==> src/rtl/mac_rx_framer.sv <==
// mac_rx_framer
//   Strips preamble/SFD from RGMII receive bytes, delays the stream by four
//   bytes so the FCS is never forwarded, checks CRC-32 and frame length,
//   and keeps saturating good/bad frame counters.
//
// Ports
//   i_clk        byte clock, rising edge
//   i_rst        synchronous active-high reset
//   i_rx_data    received byte
//   i_rx_valid   i_rx_data valid this cycle
//   i_rx_end     high while the line is idle, low throughout a frame
//   o_data       payload byte
//   o_valid      o_data valid (single-cycle pulse per byte)
//   o_last       final payload byte, qualified by o_valid
//   o_crc_err    FCS mismatch, qualified by o_valid & o_last
//   o_len_err    length out of range, qualified by o_valid & o_last
//   o_good_cnt   saturating count of error-free frames
//   o_bad_cnt    saturating count of errored/dropped frames

module mac_rx_framer #(
  parameter int unsigned P_MIN_LEN = 64,
  parameter int unsigned P_MAX_LEN = 1518
) (
  input  logic        i_clk,
  input  logic        i_rst,
  input  logic [7:0]  i_rx_data,
  input  logic        i_rx_valid,
  input  logic        i_rx_end,
  output logic [7:0]  o_data,
  output logic        o_valid,
  output logic        o_last,
  output logic        o_crc_err,
  output logic        o_len_err,
  output logic [15:0] o_good_cnt,
  output logic [15:0] o_bad_cnt
);

  localparam logic [31:0] CRC_INIT    = '1;
  localparam logic [31:0] CRC_POLY    = 32'hEDB88320;
  localparam logic [31:0] CRC_RESIDUE = 32'hC704DD7B;
  localparam logic [10:0] LEN_SAT     = '1;

  typedef enum logic [1:0] {
    IDLE,
    PREAMBLE,
    DATA,
    DROP
  } state_t;

  state_t state, state_nxt;

  logic        armed;
  logic        accept;

  logic [31:0] crc, crc_nxt;
  logic [10:0] len, len_nxt;
  logic [31:0] win, win_nxt;          // win[31:24] is the oldest byte
  logic [2:0]  win_cnt, win_cnt_nxt;
  logic [7:0]  hold, hold_nxt;
  logic        hold_full, hold_full_nxt;

  logic [7:0]  data_nxt;
  logic        valid_nxt, last_nxt, crc_err_nxt, len_err_nxt;
  logic [15:0] good_nxt, bad_nxt;

  logic [31:0] crc_rev;
  logic        crc_bad, len_bad;

  function automatic logic [31:0] crc32_byte(input logic [31:0] crc_in,
                                             input logic [7:0]  d);
    logic [31:0] c;
    c = crc_in ^ {24'd0, d};
    for (int unsigned i = 0; i < 8; i++) begin
      c = c[0] ? ((c >> 1) ^ CRC_POLY) : (c >> 1);
    end
    return c;
  endfunction

  function automatic logic [15:0] sat_inc(input logic [15:0] v);
    return (v == '1) ? v : v + 16'd1;
  endfunction

  assign accept = i_rx_valid & ~i_rx_end;

  // The register runs LSB-first; the residue constant is written MSB-first,
  // so compare against the bit-reversed register.
  assign crc_rev = {<<{crc}};
  assign crc_bad = (crc_rev != CRC_RESIDUE);
  assign len_bad = (32'(len) < P_MIN_LEN) || (32'(len) > P_MAX_LEN);

  // State register
  always_ff @(posedge i_clk) begin
    if (i_rst) begin
      state <= IDLE;
    end else begin
      state <= state_nxt;
    end
  end

  // Next-state logic
  always_comb begin
    state_nxt = state;
    unique case (state)
      IDLE: begin
        // Until idle has been seen once, bytes belong to a frame that was
        // already in flight when reset released.
        if (armed && accept) begin
          if (i_rx_data == 8'h55)      state_nxt = PREAMBLE;
          else if (i_rx_data == 8'hD5) state_nxt = DATA;
          else                         state_nxt = DROP;
        end
      end
      PREAMBLE: begin
        if (i_rx_end) begin
          state_nxt = IDLE;
        end else if (accept) begin
          if (i_rx_data == 8'hD5)      state_nxt = DATA;
          else if (i_rx_data != 8'h55) state_nxt = DROP;
        end
      end
      DATA: begin
        if (i_rx_end) state_nxt = IDLE;
      end
      DROP: begin
        if (i_rx_end) state_nxt = IDLE;
      end
      default: state_nxt = IDLE;
    endcase
  end

  // Output / datapath next-value logic
  always_comb begin
    crc_nxt       = crc;
    len_nxt       = len;
    win_nxt       = win;
    win_cnt_nxt   = win_cnt;
    hold_nxt      = hold;
    hold_full_nxt = hold_full;
    data_nxt      = o_data;
    valid_nxt     = 1'b0;
    last_nxt      = 1'b0;
    crc_err_nxt   = 1'b0;
    len_err_nxt   = 1'b0;
    good_nxt      = o_good_cnt;
    bad_nxt       = o_bad_cnt;

    if (state != DATA && state_nxt == DATA) begin
      crc_nxt       = CRC_INIT;
      len_nxt       = '0;
      win_cnt_nxt   = '0;
      hold_full_nxt = 1'b0;
    end

    unique case (state)
      DATA: begin
        if (i_rx_end) begin
          hold_full_nxt = 1'b0;
          if (hold_full) begin
            data_nxt    = hold;
            valid_nxt   = 1'b1;
            last_nxt    = 1'b1;
            crc_err_nxt = crc_bad;
            len_err_nxt = len_bad;
            if (crc_bad || len_bad) bad_nxt  = sat_inc(o_bad_cnt);
            else                    good_nxt = sat_inc(o_good_cnt);
          end else begin
            bad_nxt = sat_inc(o_bad_cnt);
          end
        end else if (accept) begin
          crc_nxt = crc32_byte(crc, i_rx_data);
          len_nxt = (len == LEN_SAT) ? len : len + 11'd1;
          win_nxt = {win[23:0], i_rx_data};
          if (win_cnt == 3'd4) begin
            // Window full: oldest byte moves to hold; the byte it displaces
            // is now known not to be FCS and goes out.
            if (hold_full) begin
              data_nxt  = hold;
              valid_nxt = 1'b1;
            end
            hold_nxt      = win[31:24];
            hold_full_nxt = 1'b1;
          end else begin
            win_cnt_nxt = win_cnt + 3'd1;
          end
        end
      end
      DROP: begin
        if (i_rx_end) bad_nxt = sat_inc(o_bad_cnt);
      end
      default: ;
    endcase
  end

  // Datapath and output registers
  always_ff @(posedge i_clk) begin
    if (i_rst) begin
      armed      <= 1'b0;
      crc        <= '0;
      len        <= '0;
      win        <= '0;
      win_cnt    <= '0;
      hold       <= '0;
      hold_full  <= 1'b0;
      o_data     <= '0;
      o_valid    <= 1'b0;
      o_last     <= 1'b0;
      o_crc_err  <= 1'b0;
      o_len_err  <= 1'b0;
      o_good_cnt <= '0;
      o_bad_cnt  <= '0;
    end else begin
      if (i_rx_end) armed <= 1'b1;
      crc        <= crc_nxt;
      len        <= len_nxt;
      win        <= win_nxt;
      win_cnt    <= win_cnt_nxt;
      hold       <= hold_nxt;
      hold_full  <= hold_full_nxt;
      o_data     <= data_nxt;
      o_valid    <= valid_nxt;
      o_last     <= last_nxt;
      o_crc_err  <= crc_err_nxt;
      o_len_err  <= len_err_nxt;
      o_good_cnt <= good_nxt;
      o_bad_cnt  <= bad_nxt;
    end
  end

endmodule

==> config.mk <==
export PLATFORM = sky130hd
export DESIGN_NAME = mac_rx_framer
export DESIGN_NICKNAME = d
export VERILOG_FILES = /design/src/rtl/mac_rx_framer.sv
export SDC_FILE = /design/constraint.sdc
export NUM_CORES = 1
export LEC_CHECK = 0
export BUFFER_PORTS_ARGS = -buffer_cell sky130_fd_sc_hd__buf_4
export CELL_PAD_IN_SITES_DETAIL_PLACEMENT = 0
export CELL_PAD_IN_SITES_GLOBAL_PLACEMENT = 1
export CORE_UTILIZATION = 30
export DETAILED_ROUTE_END_ITERATION = 8
export PLACE_DENSITY = 0.58
export RECOVER_POWER = 50
export SLEW_MARGIN = 20
export SYNTH_ARGS = -nofsm -noshare
export SYNTH_HDL_FRONTEND = slang
export SYNTH_SLANG_ARGS = --single-unit
==> constraint.sdc <==
create_clock -name i_clk -period 2.4 [get_ports i_clk]
set_input_delay 0.48 -clock i_clk [delete_from_list [all_inputs] [get_ports i_clk]]
set_output_delay 0.48 -clock i_clk [all_outputs]
set_load 0.03 [all_outputs]
==> metrics.md <==
| Metric | Value |
|---|---|
| Fmax | `between 400 and 500 MHz` |
| Reg2reg path depth | `7` |
| Pwr Density | `792.2 nW/um^2` |
| Ys flop type | `dfxtp_1` |
| Status | `finished clean` |
| Mapped Area | `slightly above 6000 sq um` |
| Post-synthesis sequential area ratio | `between 40% and 50%` |
| Post-DP HPWL | `10.31 mm` |
| Post-route insts no fill | `1042` |
| Final hold violation count | `0` |
| Ys Warns | `0` |
| Cell family with most CP delay | `simple AND/OR/NAND/NOR gates` |
| Clock Skew | `0.007185 ns` |
| Filler Cells Inserted | `~2.1k` |
| Post-Place Setup Slack | `-0.003265 ns` |
| Drt wl/cell | `14.50 um` |
| R2r setup slk | `approximately 0.13 ns` |
| Core ar. | `19720 sq um` |
| Crit path DAT | `2.61 ns` |
| Die Area | `20990 sq um` |
| Starting density of the core | `31.07%` |
| Root Driver | `clkbuf_16` |
| Nets@finish | `around 780` |
| # IOs | `56` |
| DR pass1 iterations | `4` |
| Cell Rows | `51` |
| Routability cong. | `slightly above 0.8` |
| Yosys top cell area share | `43.79%` |
| Post-Synthesis Cells | `roughly 700` |
| Vias in the first global route | `4864` |
| Layout cells sized above 1 | `between 10% and 20%` |
| Largest stage delay, worst path | `0.44 ns` |
| Initial antenna violation count | `0` |
| Synth top area cells | `dfxtp_1 44%, xnor2_1 8.3%, nand2_1 6.8%, a21oi_1 5.1%, nor2_1 5.0%` |
| Ys async rst share | `0%` |
| Period utilization | `between 90% and 100%` |
| Critical Path RT | `around 2.7 ns` |
| Cells after DPL | `1008` |
| DRC viols | `0` |
| CTS Buf Count | `17` |
| CP cell instances | `nor4_2 > nand4_1 > buf_4 > a211oi_4 > nand4_4 > or4_1 > a21oi_1` |
| Min Tclk post-route | `approximately 2.3 ns` |
| HP Start | `i_rx_data[4]` |
| RR Endpoint | `o_good_cnt[14]` |
| Multi-input gate area | `3287 sq um` |
| Total wire length | `approximately 15 mm` |
| Sequential cell area | `2683 sq um` |
| Area leader, netlist | `dfxtp_1` |
| First-pass GRT wire length | `24.69 mm` |
| FF-to-FF Start | `crc[12]` |
| CP Class | `register to register` |
| Worst-Skew Late Latency | `0.42 ns` |
| Crit Path Max Fanout | `12` |
| H-Tree Level Count | `4` |
| Setup crit start kind | `register` |
| Global Route Usage Sum | `15.28%` |
| Gr ovfl total | `0` |
| WP depth | `7` |
| CTS Sinks | `about 130` |
| Worst setup EP type | `register` |
| Maxcap violations | `0` |
| Maximum number of pins on one net before global-route repair | `66` |
| Hold WS | `0.3278 ns` |
| CP Buf/Inv Count | `1` |
| Initial DRC Count | `238` |
| CTS tree | `done` |
| Worst-path cell with the longest stage delay | `or4_1` |
| ANT nets after route | `0` |
| Clock Tree Buf Depth | `2` |
| Slew @ Worst Pin | `1.219 ns` |
| Hold path cells | `3` |
| Vias | `between 5k and 6k` |
| Synth cell types | `58` |
| Die Ht | `144.9 um` |
| Setup ws final | `0.1312 ns` |
| Max-slew violations | `0` |
| Average cell area after synthesis | `8.764 sq um` |
| EDFF count, synth | `0` |
| Port bufs | `55` |
| CTS Hold Bufs | `0` |
| IR Drop Worst-Case VDD | `0.4189 mV` |
| Die X | `144.9 um` |
| FF+latch count, synth | `approximately 130` |
| LEAKAGE | `about 2.4 nW` |
| Max-slew headroom | `18.75%` |
| Min-Delay Endpoint | `win[4]` |
| CTS clock-pin slew for the worst setup and hold paths | `0.06 ns` |
| Syn nets | `716` |
| Hold WC Path Type | `input pin to register` |
| Area Growth Syn to Fin | `21.98%` |
| # diodes | `0` |
| Final setup vio count | `0` |
| Drt via density | `4.844` |
-- cell type report --
cell class	count	share of cell area, %
Clock buffer	21	6.296
Tap cell	265	4.437
Inverter	7	0.3516
Timing Repair Buffer	84	6.413
Multi-Input combinational cell	520	43.99
Sequential cell	134	35.90
Clock inverter	11	2.612
-- layout by cell type, fill, tap and decap left out, drive strengths merged, types with 5 or more instances in the layout --
cell and instances:
nor2 81, a21oi 62, nand3 15, nor4 10, dfxtp 134, a211oi 22, inv 8, nand4 9
a311oi 6, and3 7, or4 6, mux2i 9, o22ai 12, clkbuf 68, xnor2 62, buf 37
or3 8, nor3 10, bufinv 5, nand2 111, xor2 23, ha 5, o21ai 13
-- synth_stat cells, types with 2 or more instances --
| cell | instances |
|---|---|
| or3_1 | 8 |
| and4b_1 | 3 |
| xnor2_2 | 4 |
| ha_1 | 5 |
| o211ai_1 | 2 |
| nand2b_1 | 4 |
| o22ai_1 | 12 |
| a211oi_1 | 20 |
| a311oi_1 | 6 |
| nor2_1 | 81 |
| a31oi_1 | 3 |
| nand2_1 | 111 |
| o31ai_1 | 4 |
| nor4_1 | 10 |
| or2_2 | 2 |
| xor2_1 | 19 |
| a21oi_1 | 62 |
| nand4_1 | 8 |
| clkbuf_1 | 30 |
| dfxtp_1 | 134 |
| nor4b_1 | 3 |
| o21a_1 | 2 |
| nand3b_1 | 2 |
| mux2i_1 | 9 |
| nand3_1 | 14 |
| nor4bb_1 | 3 |
| xor2_4 | 3 |
| or4_1 | 6 |
| inv_1 | 6 |
| and4_1 | 4 |
| xnor2_1 | 58 |
| nor2b_1 | 3 |
| nor3_1 | 10 |
| buf_2 | 7 |
| and3_1 | 6 |
| o21ai_0 | 13 |
-- worst register-to-register path, delay by kind of cell (launching register included) --
family                 cells  cell delay, ns
AOI/OAI and AO/OA          2            0.54
buffers and inverters      1            0.17
DFF                        1            0.34
and+or+nand+nor            4            1.14
-- registers in the layout (all words and copies together), names as in the netlist, 2 cells and up --
signal	cells
crc	32
hold	8
len	11
o_bad_cnt	16
o_data	8
o_good_cnt	16
state	2
win	32
win_cnt	3
-- cell families after synthesis --
family,after synthesis,synth area share (%)
compound gates,134,14.42
xor+xnor,86,14.07
fa+ha+maj,5,1.021
buf+inv,45,3.023
flops,134,43.79
mux,9,1.471
simple gates,286,22.20
-- timing repair --
item                       in CTS  in global routing
buffers inserted                1                  1
pin swaps                       1                  1
setup endpoints to repair       2                  5
gates resized for setup         0                  3
-- per-stage QoR --
step | util (%) | total power, mW | cell area, sq um | setup TNS [ns]
after global placement | 35.22 | 3.052 | 6945 | 0
after CTS | 38.64 | 5.993 | 7619 | 0
final | 37.90 | 5.920 | 7472 | 0
after detailed placement | 35.22 | 3.040 | 6945 | -0.003265
after global routing | 37.90 | 6.153 | 7472 | -0.0002638
after floorplan | - | 2.860 | 6126 | 0
-- layer usage --
metal	track usage, %	up-vias	part of all wire (%)	wire length [um]
li1	-	2559	-	-
met1	20.37	2374	49	7430
met2	24.16	104	45	6802
met3	3.389	10	4.8	726
met4	5.374	0	0.98	148
met5	0	-	0	0
-- worst max path at each step --
stage	end	start	slack (ns)
global route	o_good_cnt[14]	len[2]	-0.0003
global placement	len[3]	i_rx_data[0]	0.09
floorplan	o_bad_cnt[4]	o_bad_cnt[0]	0.17
detailed placement	o_good_cnt[14]	crc[12]	-0.003
finish	o_good_cnt[14]	crc[12]	0.13
CTS	o_good_cnt[14]	crc[6]	0.07
-- power by group --
group	internal, mW	leakage, nW	total, mW	switching (mW)
registers	2.26	1.08	2.30	0.0376
logic	0.317	1.03	0.692	0.375
clock network	1.93	0.316	2.93	0.998
Power figures use the tool's default switching activity.
